--- src/rtl/ds2431_mem_pkg.sv ---
// Shared opcodes, command indices, sequencer states and opcode decoder for the
// DS2431 memory-function dispatcher.
package ds2431_mem_pkg;

  localparam logic [7:0] OP_WS = 8'h0F;
  localparam logic [7:0] OP_RS = 8'hAA;
  localparam logic [7:0] OP_CS = 8'h55;
  localparam logic [7:0] OP_RM = 8'hF0;

  localparam logic [1:0] IDX_WS = 2'd0;
  localparam logic [1:0] IDX_RS = 2'd1;
  localparam logic [1:0] IDX_CS = 2'd2;
  localparam logic [1:0] IDX_RM = 2'd3;

  typedef enum logic [2:0] {
    IDLE,
    RX_CMD,
    WAIT_BYTE,
    DECODE,
    LAUNCH,
    RUN,
    FINISH
  } state_t;

  typedef struct packed {
    logic       legal;
    logic [1:0] idx;
  } decode_t;

  function automatic decode_t decode_op(input logic [7:0] op);
    decode_t d;
    d.legal = 1'b1;
    d.idx   = IDX_WS;
    case (op)
      OP_WS:   d.idx = IDX_WS;
      OP_RS:   d.idx = IDX_RS;
      OP_CS:   d.idx = IDX_CS;
      OP_RM:   d.idx = IDX_RM;
      default: d.legal = 1'b0;
    endcase
    return d;
  endfunction

endpackage

--- src/rtl/ds2431_mem_watchdog.sv ---
// Stall watchdog: counts enabled cycles since the last clear and flags the
// cycle that completes TIMEOUT_CYCLES consecutive idle cycles.
module ds2431_mem_watchdog #(
  parameter int TIMEOUT_CYCLES = 100000,
  parameter int TO_W           = 17
) (
  input  logic clk,
  input  logic nRst,
  input  logic clr,
  input  logic en,
  output logic expire
);

  localparam logic [TO_W-1:0] LAST = TO_W'(TIMEOUT_CYCLES - 1);

  logic [TO_W-1:0] count;

  always_ff @(posedge clk or negedge nRst) begin
    if (!nRst) begin
      count <= '0;
    end else if (clr) begin
      count <= '0;
    end else if (en) begin
      count <= count + TO_W'(1);
    end
  end

  // The counter shows the number of idle cycles already elapsed, so the
  // TIMEOUT_CYCLES-th one is the cycle in which it still reads LAST.
  assign expire = en && !clr && (count == LAST);

endmodule

--- src/rtl/ds2431_mem_cmd_dispatcher.sv ---
// Memory-function sequencer: receives the command byte, launches the matching
// command block, lends it the byte engine and reports the outcome upward.
module ds2431_mem_cmd_dispatcher
  import ds2431_mem_pkg::*;
#(
  parameter int TIMEOUT_CYCLES = 100000,
  parameter int TO_W           = 17
) (
  input  logic       clk,
  input  logic       nRst,
  input  logic       memCmdTrig,
  input  logic       busReset,
  input  logic [7:0] receiveDat,
  input  logic       ByteTransDone,
  output logic       transTrig,
  output logic       nRxTx,
  input  logic [3:0] subTransTrig,
  input  logic [3:0] subNRxTx,
  output logic [3:0] cmdRunTrig,
  input  logic [3:0] cmdDone,
  input  logic [3:0] cmdFailed,
  output logic       cmdAbort,
  output logic [1:0] activeCmd,
  output logic       busy,
  output logic       memDone,
  output logic       memFailed
);

  state_t     state, state_nxt;
  logic       btdQ;
  logic       byteDone;
  logic [7:0] opReg;
  logic       fail, fail_nxt;
  decode_t    dec;
  logic       wd_clr, wd_en, wd_expire;

  assign byteDone = ByteTransDone & ~btdQ;
  assign dec      = decode_op(opReg);
  assign busy     = (state != IDLE);
  assign wd_en    = (state == RUN);
  assign wd_clr   = (state == LAUNCH) || ((state == RUN) && byteDone);

  ds2431_mem_watchdog #(
    .TIMEOUT_CYCLES(TIMEOUT_CYCLES),
    .TO_W          (TO_W)
  ) u_watchdog (
    .clk   (clk),
    .nRst  (nRst),
    .clr   (wd_clr),
    .en    (wd_en),
    .expire(wd_expire)
  );

  always_ff @(posedge clk or negedge nRst) begin
    if (!nRst) begin
      state     <= IDLE;
      btdQ      <= 1'b1;
      opReg     <= 8'h00;
      activeCmd <= 2'd0;
      fail      <= 1'b0;
    end else begin
      state <= state_nxt;
      btdQ  <= ByteTransDone;
      fail  <= fail_nxt;
      if ((state == WAIT_BYTE) && byteDone) begin
        opReg <= receiveDat;
      end
      if ((state == DECODE) && dec.legal) begin
        activeCmd <= dec.idx;
      end
    end
  end

  always_comb begin
    state_nxt  = state;
    fail_nxt   = fail;
    transTrig  = 1'b0;
    nRxTx      = 1'b0;
    cmdRunTrig = 4'b0000;
    cmdAbort   = 1'b0;
    memDone    = 1'b0;
    memFailed  = 1'b0;
    case (state)
      IDLE: begin
        if (memCmdTrig) begin
          state_nxt = RX_CMD;
          fail_nxt  = 1'b0;
        end
      end
      RX_CMD: begin
        transTrig = 1'b1;
        state_nxt = WAIT_BYTE;
      end
      WAIT_BYTE: begin
        if (byteDone) state_nxt = DECODE;
      end
      DECODE: begin
        if (dec.legal) begin
          state_nxt = LAUNCH;
        end else begin
          state_nxt = FINISH;
          fail_nxt  = 1'b1;
        end
      end
      LAUNCH: begin
        cmdRunTrig = 4'b0001 << activeCmd;
        state_nxt  = RUN;
      end
      RUN: begin
        // Only the launched block reaches the engine; other requests are dropped.
        transTrig = subTransTrig[activeCmd];
        nRxTx     = subNRxTx[activeCmd];
        if (wd_expire) begin
          cmdAbort  = 1'b1;
          state_nxt = FINISH;
          fail_nxt  = 1'b1;
        end else if (cmdFailed[activeCmd]) begin
          state_nxt = FINISH;
          fail_nxt  = 1'b1;
        end else if (cmdDone[activeCmd]) begin
          state_nxt = FINISH;
          fail_nxt  = 1'b0;
        end
      end
      FINISH: begin
        memDone   = ~fail;
        memFailed = fail;
        state_nxt = IDLE;
      end
      default: state_nxt = IDLE;
    endcase

    // A bus reset outranks everything; the ROM layer restarts the sequence,
    // so no completion status is reported.
    if ((state != IDLE) && busReset) begin
      state_nxt  = IDLE;
      cmdAbort   = 1'b1;
      cmdRunTrig = 4'b0000;
      memDone    = 1'b0;
      memFailed  = 1'b0;
    end
  end

endmodule

--- config.mk ---
export PLATFORM = sky130hd
export DESIGN_NAME = ds2431_mem_cmd_dispatcher
export DESIGN_NICKNAME = d
export VERILOG_FILES = /design/src/rtl/ds2431_mem_pkg.sv /design/src/rtl/ds2431_mem_watchdog.sv /design/src/rtl/ds2431_mem_cmd_dispatcher.sv
export SDC_FILE = /design/constraint.sdc
export NUM_CORES = 1
export LEC_CHECK = 0
export BUFFER_PORTS_ARGS = -buffer_cell sky130_fd_sc_hd__buf_2
export CORE_AREA = 2 2 72 74
export DETAILED_ROUTE_END_ITERATION = 10
export DIE_AREA = 0 0 74 76
export SYNTH_ARGS = -nofsm -noshare
export SYNTH_HDL_FRONTEND = slang
export SYNTH_SLANG_ARGS = --single-unit
--- constraint.sdc ---
create_clock -name clk -period 4.5 [get_ports clk]
set_input_delay 0.675 -clock clk [delete_from_list [all_inputs] [get_ports clk]]
set_output_delay 0.675 -clock clk [all_outputs]
set_load 0.01 [all_outputs]
## After elaboration in Yosys (flattened, before gate mapping)

Index checks and enable logic that the tools add are counted.

- Output and inout port bits: 12
- Word-level logic and storage cells: 81
- Input port bits: 29
- Bits in writable memories: 0
- Register bits after elaboration: 32
- Memories kept: 0
- Memory bits (read-only): 0
- Latch bits: 0

- Divide/modulo/power cells: 0
- Bitwise gates (word level): 3
- Multipliers: 0
- Mux-type cells: 37
- Equal/unequal tests: 17
- $add $sub $neg: 1
- Shifts and indexed selects: 1
- Order comparisons: 1
- Reductions and logical operators: 15

Operators with widths:

| operator | count |
|---|---|
| 2-to-1 mux 17 bit | 2 |
| 2-to-1 mux 1 bit | 18 |
| 2-to-1 mux 3 bit | 6 |
| case mux 3 bit (6 select lines) | 1 |
| adder 17 x 1 -> 17 bit, second input constant | 1 |
| equality test 17 bit, second input constant | 1 |
| equality test 8 bit, second input constant | 2 |
| equality test 3 bit, second input constant | 3 |
| binary-select mux 1 bit (select 2 bit) | 4 |
| equality test 8 x 4 -> 1 bit, second input constant | 1 |
| equality test 8 x 7 -> 1 bit, second input constant | 1 |
| 2-to-1 mux 4 bit | 2 |
| equality test 3 x 2 -> 1 bit, second input constant | 2 |
| logical AND 1 bit | 6 |
| case mux 2 bit (3 select lines) | 1 |
| nonzero test 3 bit | 2 |
| != test 5 bit, second input constant | 1 |
| != test 2 bit, second input constant | 2 |
| != test 4 bit, second input constant | 1 |
| AND reduction 4 bit | 1 |
| OR reduction 4 bit | 1 |
| left shift 1 x 2 -> 4 bit, first input constant | 1 |
| equality test 3 x 1 -> 1 bit, second input constant | 1 |
| logical NOT 3 bit | 1 |
| other kinds (12) | 13 |

## Longest topological paths before layout

Gate-level depths: netlist of run 1.

- Depth after elaboration: 10
- Depth in mapped cells: 5
- Gate-level depth less buffers: 5

## Cells and area by module

Synthesis of run 1 repeated with hierarchy kept, for this count alone.

- Cells, all modules: 177
- Area, all modules: 1833.0 um^2

Modules (own cells, without submodules):

| module | times used | cells each | sequential area each (um^2) | area each (um^2) |
|---|---|---|---|---|
| ds2431_mem_cmd_dispatcher | 1 | 90 | 376.6 | 964.7 |
| ds2431_mem_watchdog | 1 | 87 | 425.4 | 868.3 |

## Least setup slack after synthesis of run 1

Ideal clock, no wire load.

- Path type: flip-flop to output port
- Start: register activeCmd[0]
- End: output transTrig
- Path slack: 2.246 ns
- Path buffers: 1
- Stages on the path, launching flop included: 5
- Required time: 3.825 ns
- Arrival: 1.579 ns
- Cells stage by stage: dfrtp_1 clkbuf_1 mux4_2 nand2b_1 and3_1

- Cells in the longest elaborated chain, start to end: 3

Ends and longest elaborated chain:

| element | RTL line | text |
|---|---|---|
| start: declaration | ds2431_mem_cmd_dispatcher.sv:23 | `output logic [1:0] activeCmd,` |
| start signal: assignment | ds2431_mem_cmd_dispatcher.sv:69 | `activeCmd <= dec.idx;` |
| binary-select mux 1 bit (select 2 bit) | ds2431_mem_cmd_dispatcher.sv:111 | `transTrig = subTransTrig[activeCmd];` |
| 2-to-1 mux 1 bit (not written as such) | ds2431_mem_cmd_dispatcher.sv:111 |  |
| case mux 1 bit (2 select lines) | ds2431_mem_cmd_dispatcher.sv:83 | `case (state)` |
| end: declaration | ds2431_mem_cmd_dispatcher.sv:15 | `output logic transTrig,` |

Every way passes these cells. The select of a mux whose other input is x is not followed.

## Worst setup path in the final report of run 1

- Start: register state[0]
- End: output cmdAbort

- Cells in the longest elaborated chain, start to end: 9
- Elaborated cells between the ends (all ways): 12
- Classes of those cells: eq/ne (2); mux (3); reduce/logical (7)

Ends and longest elaborated chain:

| element | RTL line | text |
|---|---|---|
| start: declaration | ds2431_mem_cmd_dispatcher.sv:29 | `state_t state, state_nxt;` |
| start signal: assignment | ds2431_mem_cmd_dispatcher.sv:62 | `state <= state_nxt;` |
| equality test 3 bit | ds2431_mem_cmd_dispatcher.sv:40, ds2431_mem_cmd_dispatcher.sv:41, ds2431_mem_cmd_dispatcher.sv:83 |  |
| logical AND 1 bit | ds2431_mem_cmd_dispatcher.sv:41 | `assign wd_clr = (state == LAUNCH) \|\| ((state == RUN) && byteDone);` |
| logical OR 1 bit | ds2431_mem_cmd_dispatcher.sv:41 |  |
| logical NOT 1 bit | ds2431_mem_watchdog.sv:30 | `assign expire = en && !clr && (count == LAST);` |
| logical AND 1 bit (2 in a row) | ds2431_mem_watchdog.sv:30 |  |
| 2-to-1 mux 1 bit | ds2431_mem_cmd_dispatcher.sv:113 | `if (wd_expire) begin` |
| 2-to-1 mux 1 bit | ds2431_mem_cmd_dispatcher.sv:83 |  |
| 2-to-1 mux 1 bit * | ds2431_mem_cmd_dispatcher.sv:135 | `if ((state != IDLE) && busReset) begin` |
| end: declaration | ds2431_mem_cmd_dispatcher.sv:22 | `output logic cmdAbort,` |

Every way passes the cells marked *; elsewhere a longest branch is shown, timed or not.

==> results of run 1 <==
-- synthesized netlist by cell type (all sizes together), types with 2 or more instances --
| cell type | count | share of area (%) |
|---|---|---|
| a21oi | 11 | 3.0 |
| nor2 | 21 | 4.2 |
| a22o | 2 | 0.94 |
| xor2 | 3 | 1.4 |
| buf | 2 | 0.47 |
| nand2 | 11 | 2.2 |
| or4 | 4 | 1.9 |
| nand4b | 2 | 0.94 |
| nand3 | 6 | 2.3 |
| dfrtp | 31 | 42 |
| nor4bb | 4 | 2.2 |
| mux2 | 11 | 6.7 |
| and3 | 5 | 1.8 |
| nand3b | 5 | 2.0 |
| or3 | 2 | 0.67 |
| nand4 | 4 | 1.7 |
| xnor2 | 7 | 3.3 |
| nor3 | 4 | 1.1 |
| mux4 | 4 | 4.9 |
| nor4 | 6 | 2.0 |
| nor2b | 4 | 1.3 |
| clkbuf | 5 | 1.0 |
| nand2b | 2 | 0.67 |
| a221oi | 2 | 0.94 |
| o21ai | 3 | 0.81 |
| inv | 7 | 1.4 |
| o22ai | 2 | 0.67 |
| and3b | 2 | 0.94 |
-- per-stage QoR --
step	utilization, %	total power, W
floorplan	-	0.000512
global placement	42.8	0.000563
detailed placement	42.8	0.000566
CTS	44.7	0.000793
global route	44.7	0.000843
finish	44.7	0.000788
-- power breakdown --
part,total [W],switching (W),internal (W)
Sequential,0.000407,0.0000643,0.000343
Combinational,0.000153,0.0000595,0.0000939
Clock,0.000227,0.000103,0.000125
Total,0.000788,0.000227,0.000561
-- worst paths after layout --
path / cells after the start / end / startpoint
min in group clk: 1 / btdQ / ByteTransDone
max reg2reg: 4 / u_watchdog.count[15] / state[2]
min: 1 / u_watchdog.count[6] / nRst
max in group asynchronous: 1 / opReg[0] / nRst
max: 4 / cmdAbort / state[0]
min reg2reg: 1 / opReg[7] / opReg[7]
-- final cells by class --
type	instances	area, um2	area share [%]
multi-input combinational	137	988	45.0
tap	70	87.6	3.99
sequential	32	802	36.5
clock buffer	8	90.1	4.10
timing repair buffer	40	200	9.12
inverter	7	26.3	1.20
-- worst max-delay path, delay by kind of cell (launching register included) --
kind | cells | cell delay, ns
AND/OR/NAND/NOR | 2 | 0.76
buffers and inverters | 1 | 0.13
AO/OA/AOI/OAI | 1 | 0.21
flip-flops | 1 | 0.61
-- kinds of logic after synthesis --
group                    count (synthesis)  synth area share (%)
AO/OA/AOI/OAI                           26                  8.90
XOR/XNOR                                10                  4.72
adder cells (fa/ha/maj)                  1                 0.674
buffers and inverters                   15                  3.51
flip-flops                              32                  43.2
multiplexers                            15                  11.5
AND/OR/NAND/NOR                         85                  27.4
-- registers in the layout, indices dropped and copies added, names as in the netlist --
| name | count |
|---|---|
| u_watchdog.count | 17 |
| opReg | 8 |
| state | 3 |
| activeCmd | 2 |
| btdQ | 1 |
| fail | 1 |
-- per-layer routing --
| metal | vias up | part of all wire, % |
|---|---|---|
| li1 | 757 | - |
| met1 | 743 | 48 |
| met2 | 41 | 46 |
| met3 | 4 | 5.0 |
| met4 | 0 | 1.3 |
| met5 | - | 0 |
==> impl_metrics.yaml, run 1 <==
finish:
  most-common-layout-cells: "buf_2, dfrtp_1, nor2_1"
  num_antenna_cells: 0
  fin_area_mm2: 0.00219
  final_nets: 253
  final_common_cell: "buf_2"
  area_delta_synth_final_pct: 18.3
  num-fill-cells: 481
  drive_gt1_share_pct: 29.9
  fin_cells: 294
sta:
  hold_violations: 0
  slew_headroom_pct: 33.3
  min_period_ns: 2.67
  rsz0062_at_grt: "no"
  setup_viol: 0
  fin_setup_tns_ns: 0
  slew_viol_final: 0
  fin_skew_ns: 0.00911
  max_freq_ghz: 0.375
  fin_crit_sh_pct: 59.3
  fin_ws_ns: 1.83
  holdWs_ns: 0.450
  tightestPinTransition_ns: 0.998
worst_setup_path:
  r2r_slack_ns: 2.38
  worstSetupPathType: "reg2out"
  cp_slowest_cell: "dfrtp_1"
  cp.required_ns: 3.83
  critPathMaxFanout: 14
  critical_path.max_stage_delay_ns: 0.61
  critPathArrivalTime_ns: 1.99
  cp-start-kind: "flip-flop"
  crit_chain: "nand3b_1 > nor4_1 > a22o_1 > buf_2"
  end_kind: "output port"
global_route:
  overflow: 0
  grt_pass1_vias: 1435
  top_usage_layer: "met2"
  antenna_found_initial: 0
  groute.usage.overall_pct: 16.1
  met3_usage_pct: 4.76
  met2_usage_pct: 23.2
  grt_max_degree: 33
  grt_pass1_wl_um: 6920
  use_met1_pct: 22.7
cts:
  clock_latency_ns: 0.29
  cts_tree: "done"
  clk_path_buf_depth: 2
  cts_buffers: 5
  post_cts_resized: 0
  h-tree-depth: 2
  cts.sinks: 32
  cts_setup_buffers: 0
  cts_root_buf: "clkbuf_8"
  clkTransAtPathRegs_ns: 0.07
  hold_buffers: 0
floorplanning:
  dieHeight_um: 76
  num_rows: 26
  coreArea_mm2: 0.00491
  die_w_um: 74
  die_area_mm2: 0.00562
  initial_utilization_pct: 37.8
  io-pin-count: 41
power_and_ir_drop:
  ir_drop_v: 0.000197
  power_density_mw_per_mm2: 359
  power_leakage_nw: 0.965
placement:
  placed_cell_area_mm2: 0.00210
  post-place-ws_ns: 2.10
  place_inst: 286
  finalWeightedCongestion: 0.775
  io_buffers: 40
  hpwlAfterDp_um: 2920
flow_run:
  max-cap-violations: 0
status:
  status: "finished clean"
synth:
  synth-main-ff-cell: "dfrtp_1"
  async_reset_ff_share_pct: 100
  yosys_warnings: 0
  synthesis.instances: 184
  ys_seq_elements: 32
  syn-num-nets: 214
  syn-cell-area_mm2: 0.00186
  synth_edf_count: 0
  yosysSeqAreaShare_pct: 43.2
  yosysUniqueCellTypes: 46
  syn_area_per_cell_um2: 10.1
route:
  wl_um: 4010
  drc: 0
  firstDrtPassIters: 4
  vias_per_cell: 5.26
  wire_per_inst_um: 13.6
  ant_nets: 0
  drt_iter0_drc: 103
  vias: 1545
worst_hold_path:
  hp-class: "in2async"
No activity file was read; power rests on OpenSTA's default activity.
==> run 2, diff against run 1 <==
==> constraint.sdc (replaced) <==
create_clock -name clk -period 2.52 [get_ports clk]
set_input_delay 0.378 -clock clk [delete_from_list [all_inputs] [get_ports clk]]
set_output_delay 0.378 -clock clk [all_outputs]
set_load 0.01 [all_outputs]
==> run 2 against run 1 <==
Sequential power is 78% higher. Clock skew down 0.0011 ns. Clock power up 120%. Routed wire length grew 5.0%. Non-clock buffer count is 2 higher. Cell count is 0.68% higher. Worst setup slack worse by 1.7 ns. First-iteration DRC count grew 2.9%. Sequential share of layout area is 0.59 points lower. Core utilization rose by 0.74 points. Sequential cell count unchanged. Largest power group unchanged. Highest routed layer unchanged.
==> impl_metrics.yaml, run 2 (synthesis results as in run 1) <==
worst_setup_path:
  cp-start-kind: "flip-flop"
  worstSetupPathType: "reg2out"
  critPathMaxFanout: 4
  r2r_end: "u_watchdog.count[15]"
  r2r_slack_ns: 0.49
  crit_cells: 4
  cp.required_ns: 2.14
  cpLargestDelayFamily: "simple AND/OR/NAND/NOR gates"
  crit_end: "cmdAbort"
  r2r_start: "state[2]"
  critPathArrivalTime_ns: 1.96
  critPathBufInv: 1
  end_kind: "output port"
  critical_path.max_stage_delay_ns: 0.53
  rr_worst_depth: 4
  crit_start: "u_watchdog.count[8]"
  crit_chain: "or4_1 > nor4_1 > a22o_1 > buf_2"
  cp_slowest_cell: "or4_1"
route:
  wl_met2_um: 1990
  drt_iter0_drc: 106
  wl_um: 4210
  firstDrtPassIters: 4
  top_layer_used: "met4"
  drc: 0
  wire_per_inst_um: 14.2
  wl_met3_um: 172
  met1Wirelength_um: 1990
  vias: 1549
  ant_nets: 0
  vias_per_cell: 5.23
cts:
  cts.sinks: 32
  hold_buffers: 0
  clk_path_buf_depth: 2
  clkTransAtPathRegs_ns: 0.07
  cts_buffers: 5
  cts_root_buf: "clkbuf_8"
  post_cts_resized: 0
  h-tree-depth: 2
  clock_latency_ns: 0.29
  cts_setup_buffers: 0
  cts_tree: "done"
finish:
  top_register: "u_watchdog.count"
  drive_gt1_share_pct: 31.4
  final_nets: 255
  num_antenna_cells: 0
  reg_top3: "u_watchdog.count x17, opReg x8, state x3"
  largest_register_ffs: 17
  num-fill-cells: 473
  area_delta_synth_final_pct: 20.2
  most-common-layout-cells: "buf_2, dfrtp_1, nor2_1"
  final_common_cell: "buf_2"
sta:
  slew_viol_final: 0
  hold_violations: 0
  fin_skew_ns: 0.00799
  fin_setup_tns_ns: 0
  setup_viol: 0
  min_period_ns: 2.34
  rsz0062_at_grt: "no"
  holdWs_ns: 0.148
  max_freq_ghz: 0.427
  slew_headroom_pct: 50.9
  fin_crit_sh_pct: 92.9
  tightestPinTransition_ns: 0.736
global_route:
  grt_pass1_wl_um: 7330
  overflow: 0
  antenna_found_initial: 0
  groute.usage.overall_pct: 16.7
  grt_max_degree: 33
  grt_pass1_vias: 1548
placement:
  io_buffers: 40
  hpwlAfterDp_um: 3100
  finalWeightedCongestion: 0.863
power_and_ir_drop:
  power_leakage_nw: 0.984
  combPwrFrac_pct: 18.8
  power_density_mw_per_mm2: 673
  seqPwrFrac_pct: 48.3
  ir_drop_v: 0.000361
  swShare_pct: 28.5
  p_clk_share_pct: 32.9
  power.internal_w: 0.00107
  p_switching_w: 0.000427
floorplanning:
  die_w_um: 74
  coreArea_mm2: 0.00491
  initial_utilization_pct: 37.8
  dieHeight_um: 76
  die_area_mm2: 0.00562
  io-pin-count: 41
  num_rows: 26
status:
  status: "finished clean"
worst_hold_path:
  hp-class: "in2async"
flow_run:
  max-cap-violations: 0
## run 2: changes by cell type in the layout (fill, tap and decap cells not counted), sizes merged
cell	previous run	this run
clkbuf	8	5
buf	40	42
bufinv	0	1
clkinv	0	1
clkinvlp	0	1
## run 2: cell type report
cell class                      count  area (um2)  share of cell area, %
Tap cell                           70        87.6                   3.93
Clock inverter                      3        42.5                   1.91
Clock buffer                        5        68.8                   3.08
Timing Repair Buffer               42         215                   9.65
Inverter                            7        26.3                   1.18
Multi-Input combinational cell    137         988                   44.3
Sequential cell                    32         802                   36.0
## run 2: worst register-to-register path: cells and delay by family, from the launching register on
family | cells | cell delay, ns
AND/OR/NAND/NOR | 2 | 1.07
AO/OA/AOI/OAI | 2 | 0.25
flip-flops | 1 | 0.59
## run 2: metrics by stage
step	std cells	setup slack, ns	util [%]	area, um2	total power (W)
finish	296	0.179	45.4	2230	0.00150
global route	296	0.0530	45.4	2230	0.00160
CTS	296	0.146	45.4	2230	0.00152
detailed placement	288	0.466	43.1	2120	0.00102
global placement	288	0.491	43.1	2120	0.00101
floorplan	184	0.563	-	1860	0.000914
## run 2: worst min path at each step
stage | slack (ns) | to
global route | 0.18 | btdQ
floorplan | 0.08 | activeCmd[0]
CTS | 0.17 | opReg[2]
finish | 0.15 | opReg[7]
detailed placement | 0.49 | u_watchdog.count[7]
global placement | 0.49 | opReg[5]
## run 2: power by group through the flow
stage               clock network [W]  registers, W  logic (W)
floorplan                           0      0.000686   0.000228
finish                       0.000494      0.000725   0.000282
detailed placement                  0      0.000732   0.000287
global route                 0.000535      0.000746   0.000317
CTS                          0.000506      0.000723   0.000286
global placement                    0      0.000730   0.000280
## run 2: routing by layer
metal	global-route usage (%)	up-vias
li1	-	759
met1	22.4	753
met2	25.5	30
met3	4.63	7
met4	6.18	0
met5	0	-
==> run 3, diff against run 2 <==
--- a/config.mk
+++ b/config.mk
@@ -9,6 +9,7 @@
 export CORE_AREA = 2 2 72 74
 export DETAILED_ROUTE_END_ITERATION = 10
 export DIE_AREA = 0 0 74 76
+export PLACE_DENSITY = 0.58
 export SYNTH_ARGS = -nofsm -noshare
 export SYNTH_HDL_FRONTEND = slang
 export SYNTH_SLANG_ARGS = --single-unit
==> run 3 against run 2 <==
Sequential cell count stayed put. Critical endpoint unchanged. Design area is 0.95% higher. Worst setup slack got worse by 0.014 ns.
==> impl_metrics.yaml, run 3 (synthesis results as in run 1) <==
status:
  status: "finished clean"
route:
  ant_nets: 0
  drc: 0
  wire_per_inst_um: 14.5
  vias: 1573
  wl_um: 4330
  vias_per_cell: 5.28
  firstDrtPassIters: 4
  drt_iter0_drc: 153
finish:
  drive_gt1_share_pct: 32.5
  top_register: "u_watchdog.count"
  final_nets: 257
  area_delta_synth_final_pct: 21.4
  largest_register_ffs: 17
  final_common_cell: "buf_2"
  most-common-layout-cells: "buf_2, dfrtp_1, nor2_1"
  reg_top3: "u_watchdog.count x17, opReg x8, state x3"
  num_antenna_cells: 0
  final_util_pct: 45.8
  fin_area_mm2: 0.00225
global_route:
  grt_pass1_vias: 1524
  grt_max_degree: 33
  grt_pass1_wl_um: 7150
  groute.usage.overall_pct: 16.3
  overflow: 0
  antenna_found_initial: 0
sta:
  setup_viol: 0
  hold_violations: 0
  slew_viol_final: 0
  fin_skew_ns: 0.00546
  holdWs_ns: 0.156
  min_period_ns: 2.35
  fin_ws_ns: 0.165
  fin_crit_sh_pct: 93.4
  tightestPinTransition_ns: 0.737
  slew_headroom_pct: 50.9
  rsz0062_at_grt: "no"
  max_freq_ghz: 0.425
  fin_setup_tns_ns: 0
cts:
  clkTransAtPathRegs_ns: 0.07
  cts.sinks: 32
  clk_path_buf_depth: 2
  cts_root_buf: "clkbuf_8"
  clock_latency_ns: 0.28
  h-tree-depth: 2
  cts_buffers: 5
  cts_tree: "done"
flow_run:
  max-cap-violations: 0
worst_setup_path:
  r2r_slack_ns: 0.51
  cp.required_ns: 2.14
  worstSetupPathType: "reg2out"
  cp-start-kind: "flip-flop"
  crit_chain: "nand3b_1 > nor4_1 > a22o_1 > buf_2"
  critical_path.max_stage_delay_ns: 0.58
  critPathBufInv: 1
  critPathMaxFanout: 15
  critPathArrivalTime_ns: 1.98
  r2r_start: "state[2]"
  r2r_end: "u_watchdog.count[15]"
  cpLargestDelayFamily: "simple AND/OR/NAND/NOR gates"
  rr_worst_depth: 4
  end_kind: "output port"
  cp_slowest_cell: "dfrtp_1"
floorplanning:
  die_w_um: 74
  io-pin-count: 41
  dieHeight_um: 76
  initial_utilization_pct: 37.8
  die_area_mm2: 0.00562
  coreArea_mm2: 0.00491
  num_rows: 26
placement:
  finalWeightedCongestion: 0.868
  hpwlAfterDp_um: 3180
  io_buffers: 40
  post-place-ws_ns: 0.444
  placed_cell_area_mm2: 0.00213
worst_hold_path:
  hp-class: "in2async"
power_and_ir_drop:
  power_leakage_nw: 0.996
  power_density_mw_per_mm2: 671
  ir_drop_v: 0.000370
-- run 3: cell count changes in the layout (fill, tap and decap cells not counted) --
cell	previous run	this run
buf_4	2	4
nor4_2	0	1
nor4_1	6	5
-- run 3: worst max path at each step --
stage | start | to | slack, ns | cells past startpoint
finish | state[2] | cmdAbort | 0.17 | 4
global route | state[2] | cmdAbort | 0.01 | 4
CTS | u_watchdog.count[8] | cmdAbort | 0.12 | 4
detailed placement | u_watchdog.count[8] | cmdAbort | 0.44 | 4
global placement | u_watchdog.count[8] | cmdAbort | 0.50 | 4
floorplan | activeCmd[0] | transTrig | 0.56 | 4
-- run 3: layout make-up --
cell class	instances	area, um2
clock inverters	3	42.5
flip-flops and latches	32	802
inverters	7	26.3
repair buffers	44	230
clock buffers	5	68.8
well taps	70	87.6
fillers	468	2660
multi-input cells	137	995
-- run 3: what timing repair did --
item,4_1_cts,5_1_grt
endpoints found under the hold margin,0,0
setup buffers,0,0
setup endpoints to repair,0,1
resized for setup,0,1
hold buffers,0,0
-- run 3: worst register-to-register path, stage by stage (launching register included) --
cell	delay (ns)
dfrtp_1	0.58
nand4b_1	0.34
or4_2	0.74
o21ai_0	0.16
a21oi_1	0.08
-- run 3: metrics by stage --
step,power [W],std cells
2_1_floorplan,0.000914,184
3_3_place_gp,0.00102,290
3_5_place_dp,0.00102,290
4_1_cts,0.00152,298
5_1_grt,0.00160,298
6_report,0.00151,298
-- run 3: routing by layer --
| layer | up-vias | share of wire, % | track usage, % |
|---|---|---|---|
| li1 | 760 | - | - |
| met2 | 40 | 46 | 24.3 |
| met3 | 8 | 5.1 | 4.63 |
| met5 | - | 0 | 0 |
| met1 | 765 | 47 | 22.3 |
| met4 | 0 | 1.5 | 6.18 |
-- run 3: power by group --
part,switching [W],total [W],internal [W],leakage (nW)
clock network,0.000204,0.000496,0.000292,0.0541
registers,0.000100,0.000712,0.000612,0.418
logic,0.000128,0.000303,0.000175,0.524
